### config.mk
export PLATFORM = sky130hd
export DESIGN_NAME = rf_wr_arbiter_flat
export DESIGN_NICKNAME = d
export VERILOG_FILES = /design/src/rtl/rf_wr_arbiter_pkg.sv /design/src/rtl/rf_wr_arbiter_if.sv /design/src/rtl/rf_wr_fifo.sv /design/src/rtl/rf_wr_arbiter.sv /design/src/flat_wrapper.sv
export SDC_FILE = /design/constraint.sdc
export NUM_CORES = 1
export LEC_CHECK = 0
export BUFFER_PORTS_ARGS = -buffer_cell sky130_fd_sc_hd__buf_2
export CAP_MARGIN = 20
export CORE_ASPECT_RATIO = 1.2
export CORE_MARGIN = 2
export CORE_UTILIZATION = 35
export DETAILED_ROUTE_END_ITERATION = 10
export HOLD_SLACK_MARGIN = 0.08
export MAX_ROUTING_LAYER = met4
export PLACE_DENSITY_LB_ADDON = 0.1
export SLEW_MARGIN = 0
export SYNTH_ARGS = -nofsm -noshare
export SYNTH_HDL_FRONTEND = slang
export SYNTH_SLANG_ARGS = --single-unit
### constraint.sdc
create_clock -name clk -period 8.3 [get_ports clk]
set_clock_uncertainty 0.1 [all_clocks]
set_input_delay 0.415 -clock clk [delete_from_list [all_inputs] [get_ports clk]]
set_output_delay 0.415 -clock clk [all_outputs]
set_load 0.02 [all_outputs]
### src/rtl/rf_wr_arbiter_pkg.sv
// Shared register-file write types: write-request struct and index/enable widths.
// No logic and no latency; the struct is carried as-is by the FIFO and arbiter.
package rf_wr_arbiter_pkg;

    localparam int REG_IDX_W = 5;
    localparam int BE_W      = 4;
    localparam int DATA_W    = 32;

    typedef struct packed {
        logic [BE_W-1:0]      we;
        logic [REG_IDX_W-1:0] waddr;
        logic [DATA_W-1:0]    wdata;
    } wr_req_t;

    // r0 is hardwired and an all-zero enable writes nothing
    function automatic logic writes_reg(input wr_req_t r);
        return (r.we != '0) && (r.waddr != '0);
    endfunction

endpackage

### src/rtl/rf_wr_arbiter_if.sv
// Requester/arbiter bundle: port A, port B, register-file write port, hazard queries.
// master = requesters side, slave = arbiter side.
interface rf_wr_arbiter_if;
    import rf_wr_arbiter_pkg::*;

    logic                 a_valid;
    logic                 a_ready;
    logic [BE_W-1:0]      a_we;
    logic [REG_IDX_W-1:0] a_waddr;
    logic [DATA_W-1:0]    a_wdata;

    logic                 b_valid;
    logic                 b_ready;
    logic [BE_W-1:0]      b_we;
    logic [REG_IDX_W-1:0] b_waddr;
    logic [DATA_W-1:0]    b_wdata;

    logic [BE_W-1:0]      rf_we;
    logic [REG_IDX_W-1:0] rf_waddr;
    logic [DATA_W-1:0]    rf_wdata;

    logic [REG_IDX_W-1:0] q_addr1;
    logic [REG_IDX_W-1:0] q_addr2;
    logic                 q_busy1;
    logic                 q_busy2;

    modport master (
        output a_valid, a_we, a_waddr, a_wdata,
        output b_valid, b_we, b_waddr, b_wdata,
        output q_addr1, q_addr2,
        input  a_ready, b_ready,
        input  rf_we, rf_waddr, rf_wdata,
        input  q_busy1, q_busy2
    );

    modport slave (
        input  a_valid, a_we, a_waddr, a_wdata,
        input  b_valid, b_we, b_waddr, b_wdata,
        input  q_addr1, q_addr2,
        output a_ready, b_ready,
        output rf_we, rf_waddr, rf_wdata,
        output q_busy1, q_busy2
    );

endinterface

### src/rtl/rf_wr_fifo.sv
// Port-B write buffer; a pushed entry is visible at the head one cycle after the push.
// full/empty come straight from registered occupancy; push-when-full/pop-when-empty are ignored.
module rf_wr_fifo
    import rf_wr_arbiter_pkg::*;
#(
    parameter int DEPTH = 2
) (
    input  logic                   clk,
    input  logic                   reset,
    input  logic                   push,
    input  wr_req_t                push_dat,
    input  logic                   pop,
    output wr_req_t                head_dat,
    output logic                   full,
    output logic                   empty,
    output wr_req_t [DEPTH-1:0]    ent_dat,
    output logic    [DEPTH-1:0]    ent_vld
);

    localparam int PTR_W = (DEPTH < 2) ? 1 : $clog2(DEPTH);
    localparam int CNT_W = PTR_W + 1;

    wr_req_t [DEPTH-1:0] mem_q, mem_d;
    logic [PTR_W-1:0]    wr_ptr_q, wr_ptr_d;
    logic [PTR_W-1:0]    rd_ptr_q, rd_ptr_d;
    logic [CNT_W-1:0]    cnt_q, cnt_d;
    logic                do_push, do_pop;
    logic [PTR_W-1:0]    off;

    assign full     = (cnt_q == CNT_W'(DEPTH));
    assign empty    = (cnt_q == '0);
    assign do_push  = push && !full;
    assign do_pop   = pop && !empty;
    assign head_dat = mem_q[rd_ptr_q];
    assign ent_dat  = mem_q;

    always_comb begin
        mem_d    = mem_q;
        wr_ptr_d = wr_ptr_q;
        rd_ptr_d = rd_ptr_q;
        cnt_d    = cnt_q;
        if (do_push) begin
            mem_d[wr_ptr_q] = push_dat;
            wr_ptr_d        = wr_ptr_q + PTR_W'(1);
        end
        if (do_pop) begin
            rd_ptr_d = rd_ptr_q + PTR_W'(1);
        end
        case ({do_push, do_pop})
            2'b10:   cnt_d = cnt_q + CNT_W'(1);
            2'b01:   cnt_d = cnt_q - CNT_W'(1);
            default: cnt_d = cnt_q;
        endcase
    end

    // A slot is live when its distance from the read pointer is below occupancy
    always_comb begin
        off     = '0;
        ent_vld = '0;
        for (int i = 0; i < DEPTH; i++) begin
            off        = PTR_W'(i) - rd_ptr_q;
            ent_vld[i] = (CNT_W'(off) < cnt_q);
        end
    end

    always_ff @(posedge clk) begin
        if (reset) begin
            wr_ptr_q <= '0;
            rd_ptr_q <= '0;
            cnt_q    <= '0;
        end else begin
            wr_ptr_q <= wr_ptr_d;
            rd_ptr_q <= rd_ptr_d;
            cnt_q    <= cnt_d;
        end
        mem_q <= mem_d;
    end

endmodule

### src/rtl/rf_wr_arbiter.sv
// Two-port register-file write arbiter: A passes through in the same cycle, B is buffered (>=1 cycle).
// b_ready tracks buffer space only; a_ready drops for one cycle when the buffered head has starved.
module rf_wr_arbiter
    import rf_wr_arbiter_pkg::*;
#(
    parameter int FIFO_DEPTH   = 2,
    parameter int STARVE_LIMIT = 3
) (
    input  logic              clk,
    input  logic              reset,
    rf_wr_arbiter_if.slave    bus
);

    localparam int SC_W = (STARVE_LIMIT < 1) ? 1 : $clog2(STARVE_LIMIT + 1);

    wr_req_t                  a_req, b_req, head, grant_req;
    wr_req_t [FIFO_DEPTH-1:0] ent_dat;
    logic    [FIFO_DEPTH-1:0] ent_vld;
    logic                     fifo_full, fifo_empty;
    logic                     force_b, a_rdy, b_rdy, a_gnt, b_gnt, b_push;
    logic [SC_W-1:0]          starve_cnt_q, starve_cnt_d;
    logic [REG_IDX_W-1:0]     last_waddr_q, last_waddr_d;
    logic [DATA_W-1:0]        last_wdata_q, last_wdata_d;
    logic [BE_W-1:0]          rf_we;
    logic                     busy1, busy2;

    assign a_req = '{we: bus.a_we, waddr: bus.a_waddr, wdata: bus.a_wdata};
    assign b_req = '{we: bus.b_we, waddr: bus.b_waddr, wdata: bus.b_wdata};

    rf_wr_fifo #(
        .DEPTH (FIFO_DEPTH)
    ) u_fifo (
        .clk      (clk),
        .reset    (reset),
        .push     (b_push),
        .push_dat (b_req),
        .pop      (b_gnt),
        .head_dat (head),
        .full     (fifo_full),
        .empty    (fifo_empty),
        .ent_dat  (ent_dat),
        .ent_vld  (ent_vld)
    );

    always_comb begin
        force_b   = (starve_cnt_q == SC_W'(STARVE_LIMIT)) && !fifo_empty;
        a_rdy     = !reset && !force_b;
        b_rdy     = !reset && !fifo_full;
        a_gnt     = a_rdy && bus.a_valid;
        b_gnt     = !reset && !fifo_empty && (force_b || !bus.a_valid);
        b_push    = bus.b_valid && b_rdy;
        grant_req = a_gnt ? a_req : head;

        rf_we = '0;
        if ((a_gnt || b_gnt) && (grant_req.waddr != '0)) begin
            rf_we = grant_req.we;
        end

        // Address/data hold their last granted values between writes
        last_waddr_d = last_waddr_q;
        last_wdata_d = last_wdata_q;
        if (a_gnt || b_gnt) begin
            last_waddr_d = grant_req.waddr;
            last_wdata_d = grant_req.wdata;
        end

        starve_cnt_d = starve_cnt_q;
        if (fifo_empty || b_gnt) begin
            starve_cnt_d = '0;
        end else if (starve_cnt_q != SC_W'(STARVE_LIMIT)) begin
            starve_cnt_d = starve_cnt_q + SC_W'(1);
        end
    end

    // Hazard lookup sees only entries already resident, not one being pushed now
    always_comb begin
        busy1 = 1'b0;
        busy2 = 1'b0;
        for (int i = 0; i < FIFO_DEPTH; i++) begin
            if (ent_vld[i] && writes_reg(ent_dat[i])) begin
                if (ent_dat[i].waddr == bus.q_addr1) busy1 = 1'b1;
                if (ent_dat[i].waddr == bus.q_addr2) busy2 = 1'b1;
            end
        end
        if (reset) begin
            busy1 = 1'b0;
            busy2 = 1'b0;
        end
    end

    always_ff @(posedge clk) begin
        if (reset) begin
            starve_cnt_q <= '0;
            last_waddr_q <= '0;
            last_wdata_q <= '0;
        end else begin
            starve_cnt_q <= starve_cnt_d;
            last_waddr_q <= last_waddr_d;
            last_wdata_q <= last_wdata_d;
        end
    end

    assign bus.a_ready  = a_rdy;
    assign bus.b_ready  = b_rdy;
    assign bus.rf_we    = rf_we;
    assign bus.rf_waddr = (a_gnt || b_gnt) ? grant_req.waddr : last_waddr_q;
    assign bus.rf_wdata = (a_gnt || b_gnt) ? grant_req.wdata : last_wdata_q;
    assign bus.q_busy1  = busy1;
    assign bus.q_busy2  = busy2;

endmodule

### src/flat_wrapper.sv
// flat-port wrapper written by rule: the top's interface ports become plain ports
module rf_wr_arbiter_flat import rf_wr_arbiter_pkg::*;
#(
    parameter int FIFO_DEPTH   = 2,
    parameter int STARVE_LIMIT = 3
)
  (clk, reset, bus_a_valid, bus_a_we, bus_a_waddr, bus_a_wdata, bus_b_valid, bus_b_we, bus_b_waddr, bus_b_wdata, bus_q_addr1, bus_q_addr2, bus_a_ready, bus_b_ready, bus_rf_we, bus_rf_waddr, bus_rf_wdata, bus_q_busy1, bus_q_busy2);
  rf_wr_arbiter_if bus_i ();
  input  logic clk;
  input  logic reset;
  input wire logic [$bits(bus_i.a_valid)-1:0] bus_a_valid;
  input wire logic [$bits(bus_i.a_we)-1:0] bus_a_we;
  input wire logic [$bits(bus_i.a_waddr)-1:0] bus_a_waddr;
  input wire logic [$bits(bus_i.a_wdata)-1:0] bus_a_wdata;
  input wire logic [$bits(bus_i.b_valid)-1:0] bus_b_valid;
  input wire logic [$bits(bus_i.b_we)-1:0] bus_b_we;
  input wire logic [$bits(bus_i.b_waddr)-1:0] bus_b_waddr;
  input wire logic [$bits(bus_i.b_wdata)-1:0] bus_b_wdata;
  input wire logic [$bits(bus_i.q_addr1)-1:0] bus_q_addr1;
  input wire logic [$bits(bus_i.q_addr2)-1:0] bus_q_addr2;
  output wire logic [$bits(bus_i.a_ready)-1:0] bus_a_ready;
  output wire logic [$bits(bus_i.b_ready)-1:0] bus_b_ready;
  output wire logic [$bits(bus_i.rf_we)-1:0] bus_rf_we;
  output wire logic [$bits(bus_i.rf_waddr)-1:0] bus_rf_waddr;
  output wire logic [$bits(bus_i.rf_wdata)-1:0] bus_rf_wdata;
  output wire logic [$bits(bus_i.q_busy1)-1:0] bus_q_busy1;
  output wire logic [$bits(bus_i.q_busy2)-1:0] bus_q_busy2;
  assign bus_i.a_valid = bus_a_valid;
  assign bus_i.a_we = bus_a_we;
  assign bus_i.a_waddr = bus_a_waddr;
  assign bus_i.a_wdata = bus_a_wdata;
  assign bus_i.b_valid = bus_b_valid;
  assign bus_i.b_we = bus_b_we;
  assign bus_i.b_waddr = bus_b_waddr;
  assign bus_i.b_wdata = bus_b_wdata;
  assign bus_i.q_addr1 = bus_q_addr1;
  assign bus_i.q_addr2 = bus_q_addr2;
  assign bus_a_ready = bus_i.a_ready;
  assign bus_b_ready = bus_i.b_ready;
  assign bus_rf_we = bus_i.rf_we;
  assign bus_rf_waddr = bus_i.rf_waddr;
  assign bus_rf_wdata = bus_i.rf_wdata;
  assign bus_q_busy1 = bus_i.q_busy1;
  assign bus_q_busy2 = bus_i.q_busy2;
  rf_wr_arbiter #(.FIFO_DEPTH(FIFO_DEPTH), .STARVE_LIMIT(STARVE_LIMIT)) u_core (.clk(clk), .reset(reset), .bus(bus_i));
endmodule
======== After elaboration in Yosys (flattened, before gate mapping) ========
Index checks and enable logic that the tools add are counted.
storage, ports and cells
  bits in read-only memories .............. 0
  RAM bits ................................ 0
  memories ................................ 0
  word-level logic and storage cells ...... 84
  input bits .............................. 96
  output and inout bits ................... 45
  register bits ........................... 125
  bits in latches ......................... 0
cells by class
  add/subtract/negate cells ............... 7
  shift-type cells ........................ 0
  bitwise gates (word level) .............. 0
  divide/modulo/power cells ............... 0
  order comparisons ....................... 5
  mux-type cells .......................... 20
  multipliers ............................. 0
  reductions and logical operators ........ 31
  eq/ne operators ......................... 9
operators with widths
  operator                                                    number
  2-to-1 mux 41 bit                                           4
  bitwise mux 82 bit                                          1
  demux 41 bit (select 1 bit)                                 1
  2-to-1 mux 32 bit                                           1
  equality test 5 bit                                         4
  logical AND 1 bit                                           15
  nonzero test 5 bit                                          3
  2-to-1 mux 1 bit                                            10
  nonzero test 4 bit                                          2
  equality test 2 bit, second input constant                  3
  logical NOT 1 bit                                           5
  2-to-1 mux 5 bit                                            1
  adder 2 x 1 -> 2 bit, second input constant                 2
  less-than comparator 1 x 2 -> 1 bit                         2
  less-than comparator 1 x 2 -> 1 bit, second input constant  2
  2-to-1 mux 4 bit                                            1
  one-hot mux 2 bit (2 select lines)                          1
  logical OR 1 bit                                            3
  adder 1 bit, second input constant                          2
  equality test 2 x 1 -> 1 bit, second input constant         1
  logical NOT 2 bit                                           1
  inequality test 2 bit, second input constant                1
  nonzero test 2 bit                                          1
  OR reduction 2 bit                                          1
  other kinds (3)                                             4

======== Depth between registers and ports, before layout ========
  depth in word-level cells ............... 10
  depth in mapped cells ................... 8
  depth with buffers taken out ............ 8

======== By module ========
Synthesis repeated with hierarchy kept, for this count alone.
second synthesis, totals
  cells, all modules ...................... 396
  area, all modules ....................... 5212.5 sq um
by module, submodules not included
  module         area an instance (sq um)  sequential area each (sq um)  times used  cells an instance
  rf_wr_fifo     3188.1                    2542.4                        1           156
  rf_wr_arbiter  2024.4                    780.7                         1           240

======== Least setup slack after synthesis ========
No wires, ideal clock.
  path type ............................... in2reg
  start point ............................. input reset
  end point ............................... register u_core.u_fifo.mem_q, in the netlist u_core.u_fifo.ent_dat[0] (enable)
  data arrival time ....................... 2.602 ns
  setup slack ............................. 5.159 ns
  cell stages on the path ................. 4
  setup time .............................. 0.440 ns
  buffers on the path ..................... 1
  data required time ...................... 7.760 ns
  path through ............................ buf_2 -> inv_1 -> o211ai_1 -> nor2_1
on the way
  longest elaborated chain between the ends .. 4
ends and longest elaborated chain
  element               RTL line             text
  start, declared       flat_wrapper.sv:10   input logic reset;
  logical NOT 1 bit     rf_wr_arbiter.sv:48  b_rdy = !reset && !fifo_full;
  logical AND 1 bit     rf_wr_arbiter.sv:48
  logical AND 1 bit     rf_wr_arbiter.sv:51  b_push = bus.b_valid && b_rdy;
  logical AND 1 bit     rf_wr_fifo.sv:32     assign do_push = push && !full;
  end signal, assigned  rf_wr_fifo.sv:76     mem_q <= mem_d;
  end, declared         rf_wr_fifo.sv:23     wr_req_t [DEPTH-1:0] mem_q, mem_d;
Every way passes these cells.
A chain may end at the register's enable or synchronous reset.

======== Final worst setup path ========
  start point ............................. input reset
  end point ............................... output bus_rf_waddr[3]
on the way
  longest elaborated chain between the ends .. 5
  elaborated cells between the ends (all ways) .. 8
  those cells by class .................... mux: 2; reduce/logical: 6
ends and longest elaborated chain
  element                                                       RTL line                                   text
  logical NOT 1 bit *                                           rf_wr_arbiter.sv:47, rf_wr_arbiter.sv:50
  logical AND 1 bit (on tied branches)                          rf_wr_arbiter.sv:47, rf_wr_arbiter.sv:50
  logical AND 1 bit (on tied branches)                          rf_wr_arbiter.sv:49, rf_wr_arbiter.sv:50
  2-to-1 mux 41 bit / logical OR 1 bit (equally long branches)  rf_wr_arbiter.sv:52, rf_wr_arbiter.sv:106
  2-to-1 mux 5 bit *                                            rf_wr_arbiter.sv:106                       assign bus.rf_waddr = (a_gnt || b_gnt) ? grant_req.waddr : last_waddr_q;
  end, declared                                                 flat_wrapper.sv:24                         output wire logic [$bits(bus_i.rf_waddr)-1:0] bus_rf_waddr;
Mark *: on every way between the ends. The rest lies on a longest branch, timed or not.

==> impl_metrics.json <==
{
  "status": "completed",
  "finalHoldViolCount": 0,
  "dp.cells": 795,
  "grt_pass1_vias": 4158,
  "maxCapViolations": 0,
  "clockBufferDepth": 2,
  "relSlewSlack_pct": 32.30,
  "period_needed_ns": 3.886,
  "io-pin-count": 141,
  "synth_edf_count": 82,
  "initial_core_util_pct": 35.34,
  "worst_pin_slew_ns": 1.015,
  "stdcell_area_sq_um": 7263,
  "p_switching_uw": 440.0,
  "grt_max_degree": 49,
  "cts_tree": "built",
  "syn_inst": 471,
  "grt_pass1_wl_um": 21870,
  "htree_levels": 4,
  "end_kind": "output pin",
  "drive_gt1_share_pct": 34.27,
  "final_cell_mix": "buf_2, edfxtp_1, nand2_1",
  "rows": 51,
  "seq_area_frac_synth_pct": 58.48,
  "holdPathEnd": "u_core.u_fifo.ent_dat[73]$_DFFE_PP_",
  "post-route-period-util_pct": 46.82,
  "timing.hold.ws_ns": 0.09906,
  "die_h_um": 143.6,
  "hold_path_class": "in -> reg",
  "vias": 4118,
  "path_clk_slew_ns": 0.05,
  "syn_nets": 569,
  "fin_nets": 724,
  "numCtsBuffers": 17,
  "seq_power_share_pct": 43.1,
  "synth_top_family_by_area": "compound AO/OA/AOI/OAI gates",
  "coreArea_sq_um": 16080,
  "die_width_um": 120.3,
  "port_buffers": 140,
  "synthMuxAreaShare_pct": 7.045,
  "rr_endpoint": "u_core.u_fifo.ent_dat[63]$_DFFE_PP_",
  "synth_xor_area_share_pct": 3.699,
  "ir_worst_vdd_v": 0.0001062,
  "post_cts_resized": 0,
  "r2r_start": "u_core.u_fifo.cnt_q[0]$_SDFFE_PP0P_",
  "hold_start": "bus_b_waddr[0]",
  "r2r.worst_path.cells": 3,
  "postRouteAntennaNets": 0,
  "drcViolationCount": 0,
  "diodes": 0,
  "antenna_found_initial": 0,
  "gp_congestion": 0.7815,
  "pwr_density_cell_nw_per_um2": 230.1,
  "routed_via_density": 4.839,
  "comb_power_share_pct": 17.2,
  "synthAdderAreaFrac_pct": 0.4403,
  "slew_viol_final": 0,
  "clock_sinks": 125,
  "crit_arrival_ns": 3.37,
  "mostFrequentLayoutCell": "buf_2",
  "path_class": "in -> out",
  "place_area_sq_um": 6489,
  "switching_share_pct": 26.32,
  "ys_seq_elements": 125,
  "dpl.hpwl_um": 9539,
  "clkLatencyLatePin_ns": 0.41,
  "syn_avg_cell_area_sq_um": 12.07,
  "grt.total_usage_pct": 17.49,
  "power.share.clock_pct": 39.7,
  "synth-compound-area-share_pct": 17.53,
  "finalNonFillerCells": 851,
  "utilization_pct": 45.17,
  "power_leakage_uw": 0.002867,
  "finalWirelength_um": 14510,
  "netlist_area_sq_um": 5683,
  "cp_max_fo": 48,
  "grt_overflow_total": 0,
  "tns_ns": 0,
  "r2r_slack_ns": 5.87,
  "fmax_ghz": 0.2573,
  "whs_path_depth": 1,
  "wire_per_inst_um": 17.05,
  "yosysUniqueCellTypes": 38,
  "p_int_uw": 1231,
  "synth_simple_gate_area_share_pct": 8.741,
  "synthArstFlopShare_pct": 0,
  "syn_to_final_growth_pct": 27.81,
  "cts_root_buffer": "clkbuf_16",
  "die_area_sq_um": 17280,
  "cp-start-kind": "input pin",
  "synth_ff_type": "edfxtp_1",
  "rsz0062_at_grt": "false",
  "drt_iter0_markers": 182,
  "finalSetupViolations": 0,
  "ys_warn_count": 0,
  "dr.pass1.iters": 4,
  "required_ns": 7.79
}
[routing by layer]
metal | GRT usage [%] | part of all wire [%] | vias up
met5 | - | 0 | -
met4 | 7.466 | 2.1 | 0
met3 | 3.810 | 4.5 | 21
met2 | 29.22 | 51 | 113
met1 | 20.42 | 43 | 1948
li1 | - | - | 2036
[final cells by class]
cell class	instances	area, sq um
fillers	1554	8817
flip-flops and latches	125	3324
multi-input cells	308	2146
repair buffers	168	970.9
clock buffers	30	524.3
well taps	212	265.3
inverters	6	22.52
clock inverters	2	10.01
[logic make-up after synthesis]
family / Yosys count
xor gates and xnor gates: 24
DFF: 125
muxes: 40
buffers and inverters: 38
adders and majority gates: 2
AOI/OAI and AO/OA: 129
and+or+nand+nor: 113
[power by group through the flow]
stage / logic, uW / registers [uW] / clock network [uW]
final: 287 / 721 / 664
after global routing: 313 / 724 / 707
after detailed placement: 282 / 733 / 0
after global placement: 280 / 732 / 0
after floorplan: 196 / 725 / 0
after CTS: 291 / 721 / 678
[worst max path at each step]
stage,from,end,slack (ns),cells after the start
finish,reset,bus_rf_waddr[3],4.41,7
global route,reset,bus_rf_wdata[9],4.21,7
CTS,reset,bus_rf_wdata[29],4.36,7
detailed placement,reset,bus_rf_waddr[3],4.35,7
floorplan,reset,u_core.u_fifo.ent_dat[0]$_DFFE_PP_,5.16,4
global placement,reset,bus_rf_wdata[10],4.43,7
[worst max-delay path, cell delays in order]
cell and delay (ns):
buf_2 0.75, nand2b_2 0.85, or2_2 0.26, buf_4 0.58
o211ai_1 0.20, nand2_1 0.11, buf_2 0.16
[Yosys cell counts, types with 2 or more instances]
cell	number	area share, %
xnor2_1	11	1.7
nor3_1	6	0.53
o21ai_1	9	0.79
buf_2	11	0.97
a221oi_2	4	1.1
buf_4	3	0.40
o21ai_0	29	2.6
clkbuf_1	10	0.66
nand3_1	4	0.35
o211ai_1	2	0.26
ha_1	2	0.44
o22ai_1	3	0.33
mux2i_1	40	7.0
xor2_1	13	2.0
a21oi_1	41	3.6
nor2_1	10	0.66
inv_1	6	0.40
o211ai_2	37	8.1
buf_6	7	1.4
dfxtp_1	43	15
nor4_1	2	0.22
or2_1	2	0.22
edfxtp_1	82	43
nand2_1	80	5.3
[metrics by stage]
| step | power, uW | setup WS [ns] |
|---|---|---|
| after floorplan | 921.0 | 5.159 |
| after global placement | 1012 | 4.430 |
| after detailed placement | 1015 | 4.355 |
| after CTS | 1690 | 4.356 |
| after global routing | 1744 | 4.215 |
| final | 1671 | 4.414 |
[state kept, by name (all words and copies together), names as in the netlist]
register and cells:
u_core.last_waddr_q 5, u_core.u_fifo.ent_dat 82, u_core.u_fifo.wr_ptr_q 1, u_core.u_fifo.rd_ptr_q 1, u_core.last_wdata_q 32, u_core.u_fifo.cnt_q 2, u_core.starve_cnt_q 2
[what timing repair did]
action | in CTS | in global routing
hold buffers | 22 | 2
endpoints found under the hold margin | 44 | 3
setup buffers | 0 | 0
No activity file was read; power rests on OpenSTA's default activity.
